===== src/rtl/pipe_col_pkg.sv =====
`default_nettype none
// ============================================================================
// Module      : pipe_col_pkg
// Description : Shared defaults, the occupancy-width helper and the occupancy
//               count type for the pipeline result collector.
// Revision    : 1.0 - initial release
// ============================================================================
package pipe_col_pkg;

    localparam int N_DEF     = 10;
    localparam int LAT_DEF   = 3;
    localparam int DEPTH_DEF = 4;

    // Bits needed to count 0..depth inclusive.
    function automatic int occ_w(input int depth);
        return $clog2(depth + 1);
    endfunction

    localparam int OCC_W_DEF = $clog2(DEPTH_DEF + 1);

    typedef logic [OCC_W_DEF-1:0] occ_t;

endpackage
`default_nettype wire


===== src/rtl/pipe_col_fifo.sv =====
`default_nettype none
// ============================================================================
// Module      : pipe_col_fifo
// Description : Synchronous FIFO with push/pop/full/empty/count. Pointers wrap
//               by compare-and-clear, so DEPTH need not be a power of two.
//               A push on a full FIFO is accepted only when a pop happens on
//               the same edge.
// Revision    : 1.0 - initial release
// ============================================================================
module pipe_col_fifo
    import pipe_col_pkg::*;
#(
    parameter int WIDTH = N_DEF,
    parameter int DEPTH = DEPTH_DEF,
    localparam int CNT_W = occ_w(DEPTH)
) (
    input  logic             clk,
    input  logic             rst_n,
    input  logic             i_push,
    input  logic [WIDTH-1:0] i_data,
    input  logic             i_pop,
    output logic [WIDTH-1:0] o_data,
    output logic             o_full,
    output logic             o_empty,
    output logic [CNT_W-1:0] o_count
);

    localparam int PTR_W = $clog2(DEPTH);

    logic [WIDTH-1:0] r_mem [DEPTH];
    logic [PTR_W-1:0] r_wr_ptr;
    logic [PTR_W-1:0] r_rd_ptr;
    logic [CNT_W-1:0] r_count;

    logic             w_pop_ok;
    logic             w_push_ok;
    logic [PTR_W-1:0] w_wr_next;
    logic [PTR_W-1:0] w_rd_next;

    assign o_full    = (r_count == CNT_W'(DEPTH));
    assign o_empty   = (r_count == '0);
    assign o_count   = r_count;
    assign o_data    = r_mem[r_rd_ptr];

    assign w_pop_ok  = i_pop & ~o_empty;
    assign w_push_ok = i_push & (~o_full | w_pop_ok);

    assign w_wr_next = (r_wr_ptr == PTR_W'(DEPTH - 1)) ? '0 : r_wr_ptr + PTR_W'(1);
    assign w_rd_next = (r_rd_ptr == PTR_W'(DEPTH - 1)) ? '0 : r_rd_ptr + PTR_W'(1);

    // Storage, pointers and count; storage is cleared so the head reads 0 after reset.
    always_ff @(posedge clk or negedge rst_n) begin
        if (!rst_n) begin
            r_wr_ptr <= '0;
            r_rd_ptr <= '0;
            r_count  <= '0;
            for (int i = 0; i < DEPTH; i++) begin
                r_mem[i] <= '0;
            end
        end else begin
            if (w_push_ok) begin
                r_mem[r_wr_ptr] <= i_data;
                r_wr_ptr        <= w_wr_next;
            end
            if (w_pop_ok) begin
                r_rd_ptr <= w_rd_next;
            end
            if (w_push_ok && !w_pop_ok) begin
                r_count <= r_count + CNT_W'(1);
            end else if (!w_push_ok && w_pop_ok) begin
                r_count <= r_count - CNT_W'(1);
            end
        end
    end

endmodule
`default_nettype wire


===== src/rtl/pipe_result_collector.sv =====
`default_nettype none
// ============================================================================
// Module      : pipe_result_collector
// Description : Collects results of a fixed-latency, stall-free arithmetic
//               pipeline. A valid shift register aligned to the pipeline
//               latency marks which pipe_f samples are real; those are pushed
//               into a FIFO drained over valid/ready. issue_ok gives upstream
//               a credit so issues cannot outrun FIFO space.
//               Optional macro PIPE_COL_STATS_EN adds res_count and max_occ.
// Revision    : 1.0 - initial release
// ============================================================================
module pipe_result_collector
    import pipe_col_pkg::*;
#(
    parameter int N     = N_DEF,
    parameter int LAT   = LAT_DEF,
    parameter int DEPTH = DEPTH_DEF,
    localparam int OCC_W = occ_w(DEPTH)
) (
    input  logic             clk,
    input  logic             rst_n,
    input  logic             issue_valid,
    output logic             issue_ok,
    input  logic [N-1:0]     pipe_f,
    output logic [N-1:0]     out_data,
    output logic             out_valid,
    input  logic             out_ready,
    output logic [OCC_W-1:0] occupancy,
    output logic             overflow
`ifdef PIPE_COL_STATS_EN
    ,
    output logic [15:0]      res_count,
    output logic [OCC_W-1:0] max_occ
`endif
);

    localparam int INF_W = $clog2(LAT + 1);
    localparam int SUM_W = occ_w(DEPTH + LAT);

    logic [LAT-1:0]   r_vsr;
    logic             r_overflow;

    logic             w_push;
    logic             w_pop;
    logic             w_full;
    logic             w_empty;
    logic [INF_W-1:0] w_inflight;
    logic [SUM_W-1:0] w_committed;

    assign w_push    = r_vsr[LAT-1];
    assign w_pop     = out_valid & out_ready;
    assign out_valid = ~w_empty;
    assign overflow  = r_overflow;

    pipe_col_fifo #(
        .WIDTH (N),
        .DEPTH (DEPTH)
    ) u_fifo (
        .clk     (clk),
        .rst_n   (rst_n),
        .i_push  (w_push),
        .i_data  (pipe_f),
        .i_pop   (w_pop),
        .o_data  (out_data),
        .o_full  (w_full),
        .o_empty (w_empty),
        .o_count (occupancy)
    );

    generate
        if (LAT > 1) begin : g_vsr_multi
            // Shift issue marks along so the top bit lines up with pipe_f.
            always_ff @(posedge clk or negedge rst_n) begin
                if (!rst_n) begin
                    r_vsr <= '0;
                end else begin
                    r_vsr <= {r_vsr[LAT-2:0], issue_valid};
                end
            end
        end else begin : g_vsr_single
            // Single-cycle pipeline: the mark only needs one stage.
            always_ff @(posedge clk or negedge rst_n) begin
                if (!rst_n) begin
                    r_vsr <= '0;
                end else begin
                    r_vsr <= issue_valid;
                end
            end
        end
    endgenerate

    // Credit: queued plus in-flight results must leave room for one more.
    always_comb begin
        w_inflight = '0;
        for (int i = 0; i < LAT; i++) begin
            w_inflight = w_inflight + INF_W'(r_vsr[i]);
        end
        w_committed = SUM_W'(occupancy) + SUM_W'(w_inflight);
        issue_ok    = (w_committed < SUM_W'(DEPTH));
    end

    // Sticky flag for a result lost to a full FIFO with no same-edge pop.
    always_ff @(posedge clk or negedge rst_n) begin
        if (!rst_n) begin
            r_overflow <= 1'b0;
        end else if (w_push && w_full && !w_pop) begin
            r_overflow <= 1'b1;
        end
    end

`ifdef PIPE_COL_STATS_EN
    // Count delivered results and track the occupancy high-water mark.
    always_ff @(posedge clk or negedge rst_n) begin
        if (!rst_n) begin
            res_count <= '0;
            max_occ   <= '0;
        end else begin
            if (w_pop) begin
                res_count <= res_count + 16'd1;
            end
            if (occupancy > max_occ) begin
                max_occ <= occupancy;
            end
        end
    end
`endif

endmodule
`default_nettype wire

===== config.mk =====
export PLATFORM = sky130hd
export DESIGN_NAME = pipe_result_collector
export DESIGN_NICKNAME = d
export VERILOG_FILES = /design/src/rtl/pipe_col_pkg.sv /design/src/rtl/pipe_col_fifo.sv /design/src/rtl/pipe_result_collector.sv
export SDC_FILE = /design/constraint.sdc
export NUM_CORES = 1
export LEC_CHECK = 0
export BUFFER_PORTS_ARGS = -buffer_cell sky130_fd_sc_hd__buf_2
export CORE_ASPECT_RATIO = 0.9
export CORE_UTILIZATION = 45
export DETAILED_ROUTE_END_ITERATION = 7
export GPL_TIMING_DRIVEN = 0
export MAX_ROUTING_LAYER = met4
export PLACE_DENSITY_LB_ADDON = 0.12
export RECOVER_POWER = 100
export SLEW_MARGIN = 40
export SYNTH_ARGS = -nofsm -noshare
export SYNTH_HDL_FRONTEND = slang
export SYNTH_SLANG_ARGS = --single-unit

===== constraint.sdc =====
create_clock -name clk -period 2.1 [get_ports clk]
set_input_delay 0.315 -clock clk [delete_from_list [all_inputs] [get_ports clk]]
set_output_delay 0.315 -clock clk [all_outputs]
set_load 0.01 [all_outputs]

==> summary.md, run 1 <==
| Metric | Value |
|---|---|
| Vias/cell | `5.32` |
| Buf/Inv on CP | `2` |
| Worst Hold Class | `primary input to flop` |
| Dominant cell type by area after synthesis | `dfrtp_1` |
| Clock share of power | `approximately an eighth` |
| Synth Register Bits | `a little over 50` |
| Critical Path AT | `between 2 and 2.5 ns` |
| Max-Cap Viols | `0` |
| CTS tree | `yes` |
| Aggregate global-route resource usage | `18.8%` |
| Seq pwr share | `40.7%` |
| Fill cells | `411` |
| Nets | `~210` |
| Register area share after synthesis | `a little under three fifths` |
| First-pass GRT wire length | `7.40 mm` |
| Worst-path clk slew | `roughly 0.09 ns` |
| Die Y | `about 70 um` |
| Final Power | `roughly 4400 uW` |
| Clock Sinks | `51` |
| Total grt overflow | `0` |
| Pre-Repair DR Iteration Count | `4` |
| DP Area | `between 0.002 and 0.003 mm2` |
| Htree depth | `2` |
| CP Class | `flop to flop` |
| Final WL | `4.42 mm` |
| Setup crit end kind | `flop` |
| CP max stage cell | `dfrtp_2` |
| Top cell family by delay on the critical path | `simple AND/OR/NAND/NOR gates` |
| Static Leak | `about 0.0012 uW` |
| Area grow syn2layout | `18.1%` |
| Post-synth top area share | `55.1%` |
| Cts bufs inserted | `5` |
| RSZ-0062 raised after global routing | `yes` |
| R2R Setup Slk | `-0.02 ns` |
| Clock Path Buffers | `2` |
| Area of the multi-input gates | `~0.0011 mm2` |
| Slew Viols, Final | `0` |
| Worst-Skew Late Latency | `roughly 0.30 ns` |
| Failing checks | `setup timing` |
| Design Area, Final | `0.00273 mm2` |
| CP cell instances | `clkbuf_1 > or3_4 > nand2_4 > ha_4 > inv_2 > fa_2 > xor2_1 > nor2_1 > xor2_1` |
| Worst Tran Pin Value | `between 1 and 1.5 ns` |
| DR WL/cell | `17.3 um` |
| CTS Hold Buffers Added | `0` |
| Share of post-route cells with drive strength above 1 | `between 50% and 60%` |
| Vias in the first global route | `roughly 1500` |
| Mapped cell area | `approximately 0.0023 mm2` |
| # port buffers | `29` |
| Synth Warn # | `0` |
| Final hold vios | `0` |
| Setup ws final | `-0.0159 ns` |
| Routability cong. | `between 0.7 and 0.8` |
| Antenna violations before repair | `0` |
| Core ar. | `~0.005 mm2` |
| Post-layout min period | `between 2 and 2.5 ns` |
| Dominant cells by area after synthesis | `dfrtp_1 (55%), mux2_2 (22%), mux4_2 (9.7%), ha_1 (3.8%), fa_1 (1.7%)` |
| Post-route clock skew | `approximately 0.0029 ns` |
| # DRC | `0` |
| Worst endpoint required time | `approximately 2.3 ns` |
| Initial Util | `a little under half` |
| Relative max-transition margin | `between 10% and 20%` |
| Final setup viols | `2` |
| Routed vias | `about 1400` |
| Root Buffer | `clkbuf_8` |
| First DRT Iteration DRCs | `between 60 and 70` |
| P_int | `roughly 2900 uW` |
| Detailed Place HPWL | `2.97 mm` |
| Peak VDD IR | `approximately 0.00073 V` |
| Crit share post-route | `101%` |
| DRT antenna net count | `0` |
| Largest net degree at the start of global routing | `52` |
| Synthesized area per cell | `approximately 16 um2` |
| Finished Core Util | `between 50% and 60%` |
| I/O pins | `30` |
| Die ar. | `0.00544 mm2` |
| Switching power of the nets | `between 1000 and 1500 uW` |
| Diode count | `0` |
| Die X-Extent | `77.6 um` |
| Comb pwr share | `~47%` |
| Pwr per Cell Area | `about 1600 mW/mm2` |
| Max frequency | `roughly 470 MHz` |
| Crit path max fanout | `4` |
| Most frequent CP cell | `xor2_1` |
| Core Rows | `24` |
| Syn nets | `169` |
| Flip-flop and latch area | `roughly 0.0013 mm2` |
| Worst Setup Start Kind | `flop` |
| Sw Share | `approximately 34%` |
| Largest stage delay, worst path | `between 0.4 and 0.5 ns` |
| Status | `finished, violations left` |
| DP Worst Slack | `-0.174 ns` |
| Synth Instances | `146` |
| Distinct cell type count after synthesis | `18` |
final timing paths:
path	end	depth (start not counted)	from
setup / recovery	u_fifo.o_count[2]	9	u_fifo.o_count[0]
hold / removal	r_vsr[0]	1	issue_valid
setup reg to reg	u_fifo.o_count[2]	9	u_fifo.o_count[0]
hold reg to reg	r_vsr[1]	0	r_vsr[0]
max in group asynchronous	u_fifo.o_count[0]	1	rst_n
min in group asynchronous	u_fifo.r_mem[13]	1	rst_n
flip-flops by register name, summed over array words and instances (netlist names):
| name | cells |
|---|---|
| r_vsr | 3 |
| u_fifo.o_count | 3 |
| overflow | 1 |
| u_fifo.r_wr_ptr | 2 |
| u_fifo.r_mem | 40 |
| u_fifo.r_rd_ptr | 2 |
routing by layer:
layer	wire length, um	GRT usage [%]	vias to the layer above
met5	0	-	-
met1	1910	22.6	716
met3	155	3.92	6
li1	-	-	611
met2	2290	31.5	24
met4	62	6.92	0
what timing repair did:
action                                  4_1_cts  5_1_grt
pin swaps                                     5        6
buffers inserted                              4        4
cloned                                        0        0
gates resized for setup                      14        6
endpoints found under the setup margin       12        7
worst register-to-register path, stage by stage, from the launching register on:
cell,delay [ns]
dfrtp_2,0.43
clkbuf_1,0.17
or3_4,0.37
nand2_4,0.09
ha_4,0.13
inv_2,0.04
fa_2,0.37
xor2_1,0.16
nor2_1,0.11
xor2_1,0.16
kinds of logic after synthesis:
logic type               count (synthesis)  synth area share (%)
flip-flops                              51                  55.1
AND/OR/NAND/NOR                         15                  3.95
multiplexers                            55                  31.6
AO/OA/AOI/OAI                            2                 0.595
XOR/XNOR                                 4                  1.51
adder cells (fa/ha/maj)                  9                  5.51
buffers and inverters                   10                  1.68
per-stage QoR:
| step | cells | hold slack, ns | TNS (ns) |
|---|---|---|---|
| after CTS | 252 | 0.0526 | -0.0449 |
| final | 255 | 0.118 | -0.0255 |
| after detailed placement | 240 | 0.362 | -0.305 |
| after global routing | 255 | 0.103 | -1.16 |
| after global placement | 240 | 0.356 | -0.0850 |
| after floorplan | 146 | 0.0194 | -0.000699 |
power groups by stage:
| stage | registers, uW | logic, uW | clock network, uW |
|---|---|---|---|
| 6_report | 1780 | 2050 | 541 |
| 5_1_grt | 1850 | 2250 | 597 |
| 4_1_cts | 1790 | 2090 | 559 |
| 3_5_place_dp | 1810 | 1920 | 0 |
| 3_3_place_gp | 1750 | 1820 | 0 |
| 2_1_floorplan | 1720 | 1370 | 0 |
area by class of cell:
type                    instances  share of cell area [%]
plain buffers                   2                   0.458
flip-flops and latches         51                    46.7
well taps                      65                    2.98
repair buffers                 36                    6.78
clock inverters                 1                   0.183
inverters                       8                    1.10
multi-input cells              85                    39.0
clock buffers                   7                    2.79
cells in the final DEF (no fill, tap or decap):
cell type	Yosys	routed
mux2_2	45	45
clkinv_2	0	1
nor4b_4	1	1
a21o_1	1	1
clkbuf_8	0	5
xor2_1	3	3
nand2_1	5	4
dfrtp_1	51	50
nand2_4	0	1
xnor2_1	1	1
inv_1	8	4
clkbuf_2	0	4
nor2b_4	0	1
inv_2	0	4
nor2_1	3	3
clkbuf_1	1	8
ha_1	7	5
buf_4	0	6
mux4_2	10	10
or3_4	0	1
buf_2	1	22
a31oi_4	0	1
ha_4	0	2
fa_2	0	2
nor2_2	4	4
dfrtp_2	0	1
Yosys cell counts:
library cell and number:
a21o_1 1, a31oi_1 1, buf_2 1, clkbuf_1 1, dfrtp_1 51, fa_1 2, ha_1 7, inv_1 8
mux2_2 45, mux4_2 10, nand2_1 5, nor2_1 3, nor2_2 4, nor2b_1 1, nor4b_4 1, or3_1 1
xnor2_1 1, xor2_1 3
Power figures use the tool's default switching activity.
==> inputs of run 2 (changes only) <==
==> constraint.sdc (replaced) <==
create_clock -name clk -period 2.73 [get_ports clk]
set_input_delay 0.4095 -clock clk [delete_from_list [all_inputs] [get_ports clk]]
set_output_delay 0.4095 -clock clk [all_outputs]
set_load 0.01 [all_outputs]
==> run 2 against run 1 <==
Compared with the run above: the flow now finishes without violations; routed wire length shrank 5.8%; cell area shrank 5.4%; utilization shrank 3.0 points; hold slack gained 0.11 ns; combinational power shrank 33%; setup slack gained 0.20 ns; count of clock-buffer cells in the layout shrank 1; clock skew grew 0.0018 ns; cell count shrank 3.5%; total power shrank 28%; sequential power shrank 24%.
==> summary.md, run 2 (synthesis results as in run 1) <==
| Metric | Value |
|---|---|
| Status | `complete, no violations` |
| Diode count | `0 (unchanged)` |
| Layout Cells excl Fill | `246 (-3.5%)` |
| Max-Cap Viols | `0 (unchanged)` |
| Core ar. | `0.00489 mm2 (unchanged)` |
| I/O pins | `30 (unchanged)` |
| Top reg by flops | `u_fifo.r_mem` |
| DRT antenna net count | `0 (unchanged)` |
| Area grow syn2layout | `11.7%` |
| Peak VDD IR | `0.000600 V (-18%)` |
| Post-route clock skew | `0.00469 ns (+0.00180 ns)` |
| Relative max-transition margin | `15.7% (-0.96 points)` |
| Final setup viols | `0 (-2)` |
| Slew Viols, Final | `0 (unchanged)` |
| Met3 WL post-DR | `92 um (-41%)` |
| Share of post-route cells with drive strength above 1 | `42.5% (-16 points)` |
| # port buffers | `29 (unchanged)` |
| Pwr per Cell Area | `1210 mW/mm2 (-24%)` |
| CTS tree | `yes` |
| Crit share post-route | `between 90% and 100%` |
| Post-CTS setup buffers | `0 (-4)` |
| Most frequent cells in the layout | `dfrtp_1 (51), mux2_2 (45), clkbuf_1 (16)` |
| Static Leak | `0.00111 uW (-5.6%)` |
| Routed length on met2 | `2.15 mm (-6.0%)` |
| Htree depth | `2 (unchanged)` |
| First DRT Iteration DRCs | `47 (-27%)` |
| Worst endpoint required time | `2.32 ns (about the same)` |
| Uppermost routed layer | `met4` |
| Setup crit end kind | `output port` |
| # DRC | `0 (unchanged)` |
| Final hold vios | `0 (unchanged)` |
| Crit path max fanout | `6 (+2)` |
| Worst Setup Start Kind | `flop` |
| # resized after CTS | `0 (-14)` |
| Die ar. | `0.00544 mm2 (unchanged)` |
| Max FFs per register | `40 (unchanged)` |
| Largest net degree at the start of global routing | `52 (unchanged)` |
| DP Worst Slack | `0.414 ns (+0.588 ns)` |
| Clock Path Buffers | `2 (unchanged)` |
| Die X-Extent | `77.6 um (unchanged)` |
| Worst Hold Class | `primary input to flop` |
| Setup ws final | `0.185 ns (+0.201 ns)` |
| RSZ-0062 raised after global routing | `no` |
| Met1 wire length | `1.90 mm (-0.37%)` |
| Post-layout min period | `~2.5 ns` |
| Antenna violations before repair | `0 (unchanged)` |
| Total grt overflow | `0 (unchanged)` |
| Detailed Place HPWL | `2.85 mm (-4.1%)` |
| Root Buffer | `clkbuf_8` |
| Worst-path clk slew | `0.08 ns (about the same)` |
| CTS Hold Buffers Added | `0 (unchanged)` |
| DR WL/cell | `16.9 um (-2.4%)` |
| Worst-Skew Late Latency | `0.29 ns (about the same)` |
| First-pass GRT wire length | `7.21 mm (-2.5%)` |
| Core Rows | `24 (unchanged)` |
| Initial Util | `47.3% (unchanged)` |
| Placed instance count | `240 (unchanged)` |
| Worst Tran Pin Value | `1.26 ns (+0.0143 ns)` |
| Routability cong. | `0.693 (-5.2%)` |
| Final WL | `4.16 mm (-5.8%)` |
| Nets | `205 (-3.3%)` |
| Pre-Repair DR Iteration Count | `4 (unchanged)` |
| Fill cells | `421 (+2.4%)` |
| Critical Path AT | `2.14 ns (-0.20 ns)` |
| Final Power | `3130 uW (-28%)` |
| Die Y | `70.0 um (unchanged)` |
| Commonest non-fill, non-tap cell in the layout | `dfrtp_1` |
| Clock Sinks | `51 (unchanged)` |
| Routed vias | `1286 (-5.2%)` |
| Vias/cell | `5.23 (-1.8%)` |
| Cts bufs inserted | `5 (unchanged)` |
| CP Class | `flop to output port` |
| Setup TNS | `0 ns (+0.0255 ns)` |
| Aggregate global-route resource usage | `18.1% (-0.76 points)` |
| Worst hold slack | `0.230 ns (+0.112 ns)` |
| Max frequency | `~390 MHz` |
| Vias in the first global route | `1442 (-3.0%)` |
run 2: cell types whose count changed in the layout (fill, tap and decap cells not counted), sizes merged:
cell,delta
buf,-15
clkbuf,+7
clkinv,-1
run 2: area by class of cell:
cell class | instances | area, um2 | area share, %
Tap cell | 65 | 81.3 | 3.14
Sequential cell | 51 | 1280 | 49.3
Inverter | 8 | 30.0 | 1.16
Multi-Input combinational cell | 85 | 990 | 38.3
Buffer | 2 | 8.76 | 0.339
Clock buffer | 6 | 72.6 | 2.81
Timing Repair Buffer | 29 | 128 | 4.93
run 2: critical path, cell delays in order, from the launching register on:
cell and delay (ns):
dfrtp_1 0.51, inv_1 0.12, fa_1 0.43, inv_1 0.07, ha_1 0.21, a31oi_1 0.19, xor2_1 0.16, clkbuf_2 0.15
run 2: layer usage:
layer / vias up / GRT usage, %
li1: 589 / -
met1: 680 / 23.2
met2: 15 / 30.1
met3: 2 / 3.53
met4: 0 / 3.77
met5: - / -
run 2: power breakdown:
part           leakage (uW)  switching (uW)  internal [uW]
registers          0.000594             238           1130
logic              0.000479             601            780
clock network     0.0000371             217            171
run 2: path summary, 6_finish.rpt:
path                                        start                 to  slack (ns)  cells after the start
worst max-delay path            u_fifo.o_count[0]           issue_ok        0.19                      7
worst min-delay path                  issue_valid           r_vsr[0]        0.23                      1
worst max register to register  u_fifo.o_count[0]  u_fifo.o_count[1]        0.50                      6
worst min register to register           r_vsr[0]           r_vsr[1]        0.38                      0
max in group asynchronous                   rst_n    u_fifo.r_mem[8]        1.59                      1
min in group asynchronous                   rst_n   u_fifo.r_mem[34]        0.39                      1
run 2: per-stage QoR:
step                      cell area (um2)  utilization (%)
after floorplan                      2310                -
after global placement               2540             51.9
after detailed placement             2540             52.0
after CTS                            2620             53.5
after global routing                 2590             52.8
final                                2590             52.8
==> inputs of run 3 (changes only) <==
--- a/config.mk
+++ b/config.mk
@@ -16,4 +16,5 @@
 export SLEW_MARGIN = 40
 export SYNTH_ARGS = -nofsm -noshare
 export SYNTH_HDL_FRONTEND = slang
+export SYNTH_HIERARCHICAL = 1
 export SYNTH_SLANG_ARGS = --single-unit
==> run 3 against run 2 <==
Compared with the run above: utilization is 2.3 points lower; non-clock buffer count is 8 higher; total power is 5.1% higher; maximum frequency shrank 2.4%; flip-flop and latch count is the same; register-to-register slack worse by 0.38 ns; cell count grew 6.1%; highest routed layer unchanged; largest power group unchanged; global-route usage rose by 0.30 points; critical path depth rose by 2; cell area is 5.1% higher.
==> summary.md, run 3 <==
| Metric | Value |
|---|---|
| R2R Setup Slk | `0.12 ns (-0.38 ns)` |
| Post-synthesis mux area share | `34.1% (+2.5 points)` |
| Worst endpoint required time | `2.91 ns (+0.59 ns)` |
| Synth Flop Type | `dfrtp_1` |
| Setup crit end kind | `flop` |
| Async SR Flop Fraction | `100% (unchanged)` |
| Critical Path AT | `2.79 ns (+0.65 ns)` |
| First DRT Iteration DRCs | `37 (-21%)` |
| Antenna violations before repair | `0 (unchanged)` |
| Aggregate global-route resource usage | `18.4% (+0.30 points)` |
| Detailed Place HPWL | `3.17 mm (+11%)` |
| Slew Viols, Final | `0 (unchanged)` |
| CP cell instances | `nor3_4 > nor2b_1 > or4b_4 > nand2_1 > inv_1 > ha_1 > inv_1 > fa_1 > mux2_2` |
| Diode count | `0 (unchanged)` |
| Dominant cells by area after synthesis | `dfrtp_1 (49%), mux2_4 (23%), mux4_2 (8.7%), ha_1 (3.4%), buf_12 (3.1%)` |
| Status | `complete, no violations` |
| Vias/cell | `5.21 (-0.40%)` |
| Routed vias | `1359 (+5.7%)` |
| Distinct cell type count after synthesis | `25 (+7)` |
| Commonest non-fill, non-tap cell in the layout | `dfrtp_1` |
| Total grt overflow | `0 (unchanged)` |
| Clock Path Buffers | `2 (unchanged)` |
| Max frequency | `384 MHz (-2.4%)` |
| Root Buffer | `clkbuf_8` |
| Design Area, Final | `0.00272 mm2 (+5.1%)` |
| RR Endpoint | `u_fifo/o_count[1]` |
| CP Class | `flop to flop` |
| Top cell family by delay on the critical path | `simple AND/OR/NAND/NOR gates` |
| Reg2reg start | `u_fifo/o_count[1]` |
| Clock Sinks | `51 (unchanged)` |
| # DRC | `0 (unchanged)` |
| Max FFs per register | `40 (unchanged)` |
| Crit path max fanout | `5 (-1)` |
| Pre-Repair DR Iteration Count | `3 (-1)` |
| First-pass GRT wire length | `7.80 mm (+8.1%)` |
| Synth Warn # | `6 (+6)` |
| Post-Synth XOR/XNOR Area | `1.02% (-0.50 points)` |
| Post-synth top area share | `49.3% (-5.8 points)` |
| Finished Core Util | `50.5% (-2.3 points)` |
| Worst Hold Class | `primary input to flop` |
| Post-route clock skew | `0.00479 ns (+0.000104 ns)` |
| Largest net degree at the start of global routing | `52 (unchanged)` |
| Largest stage delay, worst path | `0.57 ns (+0.06 ns)` |
| Die Y | `73.9 um (+5.5%)` |
| Most frequent CP cell | `inv_1` |
| Peak VDD IR | `0.000470 V (-22%)` |
| Top-count cell post-synth | `dfrtp_1` |
| Buf/Inv on CP | `2 (-1)` |
| Worst hold slack | `0.218 ns (-0.0114 ns)` |
| Crit path capture | `u_fifo/o_count[1]` |
| CTS Hold Buffers Added | `0 (unchanged)` |
| Area grow syn2layout | `5.13%` |
| Core Rows | `25 (+4.2%)` |
| Initial Util | `48.1% (+0.78 points)` |
| Top post-synthesis cells by count | `dfrtp_1 (51), mux2_4 (40), mux4_2 (10)` |
| Core ar. | `0.00538 mm2 (+9.9%)` |
| Die ar. | `0.00605 mm2 (+11%)` |
| Dominant cell type by area after synthesis | `dfrtp_1` |
| Worst Tran Pin Value | `1.24 ns (-0.0261 ns)` |
| I/O pins | `30 (unchanged)` |
| Final setup viols | `0 (unchanged)` |
| Setup crit start | `u_fifo/o_count[1]` |
| Htree depth | `2 (unchanged)` |
| Relative max-transition margin | `17.4% (+1.7 points)` |
| Worst Setup Start Kind | `flop` |
| Synth Instances | `153 (+4.8%)` |
| Syn nets | `176 (+4.1%)` |
| Top reg by flops | `u_fifo/r_mem` |
| Simple logic cell fraction of the synthesized area | `5.08% (+1.1 points)` |
| Largest family of logic cells by synthesized area | `multiplexers` |
| EDFF count, synth | `0 (unchanged)` |
| Die X-Extent | `81.9 um (+5.6%)` |
| Crit share post-route | `95.5% (+2.3 points)` |
| CTS tree | `yes` |
| Nets | `216 (+5.4%)` |
| Cts bufs inserted | `5 (unchanged)` |
| Worst-Skew Late Latency | `0.29 ns (about the same)` |
| Vias in the first global route | `1505 (+4.4%)` |
| Worst-path clk slew | `0.08 ns (about the same)` |
| DR WL/cell | `18.0 um (+6.5%)` |
| Synth Register Bits | `51 (unchanged)` |
| Static Leak | `0.00122 uW (+9.7%)` |
| DP Area | `0.00282 mm2 (+11%)` |
| # port buffers | `29 (unchanged)` |
| Max-Cap Viols | `0 (unchanged)` |
| Post-layout min period | `2.61 ns (+0.0621 ns)` |
| Synthesized area per cell | `16.9 um2 (+6.6%)` |
| Final hold vios | `0 (unchanged)` |
| Synth Area in Compound Gates | `0.774% (+0.18 points)` |
| CP max stage cell | `or4b_4` |
| Routability cong. | `0.725 (+4.6%)` |
| Pwr per Cell Area | `1210 mW/mm2 (about the same)` |
| Final Power | `3300 uW (+5.1%)` |
| CP Depth | `9 (+2)` |
| Final WL | `4.71 mm (+13%)` |
| Mapped cell area | `0.00259 mm2 (+12%)` |
| Share of post-route cells with drive strength above 1 | `30.9% (-12 points)` |
| Most frequent cells in the layout | `dfrtp_1 (48), mux2_1 (32), clkbuf_1 (17)` |
| Register area share after synthesis | `49.3% (-5.8 points)` |
| Post-Synth Adder-Cell Area | `4.93% (-0.58 points)` |
| RSZ-0062 raised after global routing | `no` |
| Cells on worst reg2reg path | `9 (+3)` |
| DRT antenna net count | `0 (unchanged)` |
==> run 3: per-layer routing <==
metal | GRT usage (%) | part of all wire [%]
met3 | 3.73 | 2.7
met1 | 25.9 | 50
met5 | - | 0
met4 | 4.09 | 0.72
met2 | 27.5 | 47
==> run 3: cell type report <==
type / count / area (um2)
plain buffers: 6 / 28.8
clock buffers: 7 / 76.3
clock inverters: 1 / 5.00
fillers: 493 / 2660
inverters: 9 / 33.8
multi-input cells: 87 / 1060
flip-flops and latches: 51 / 1280
well taps: 67 / 83.8
repair buffers: 33 / 153
==> run 3: where the power goes <==
group,switching [uW],total [uW],internal (uW)
clock,230,410,180
combinational,688,1510,821
sequential,244,1380,1130
==> run 3: per-stage QoR <==
step	TNS, ns	setup WS, ns	std cells
floorplan	0	0.139	153
global placement	0	0.0377	249
detailed placement	-0.0703	-0.0703	249
CTS	0	0.00530	257
global route	0	0.0117	261
finish	0	0.123	261
==> run 3: cell families (layout without fill, tap and decap cells) <==
group / after synthesis / in the layout
adders and majority gates: 9 / 9
buffers and inverters: 15 / 56
AOI/OAI and AO/OA: 2 / 2
DFF: 51 / 51
muxes: 55 / 55
and+or+nand+nor: 18 / 18
xor gates and xnor gates: 3 / 3
==> run 3: how the worst min path moves through the flow <==
stage / endpoint / depth (start not counted) / start / slack, ns
2_1_floorplan: overflow / 0 / rst_n / 0.11
3_3_place_gp: r_vsr[1] / 0 / r_vsr[0] / 0.36
3_5_place_dp: r_vsr[1] / 0 / r_vsr[0] / 0.37
4_1_cts: u_fifo/r_mem[34] / 1 / rst_n / 0.15
5_1_grt: r_vsr[0] / 1 / issue_valid / 0.20
6_report: r_vsr[0] / 1 / issue_valid / 0.22
==> run 3: repair_timing <==
| item | CTS | global route |
|---|---|---|
| pin swaps | 0 | 1 |
| gates resized for setup | 1 | 4 |
| buffers inserted | 0 | 4 |
| setup endpoints to repair | 1 | 2 |
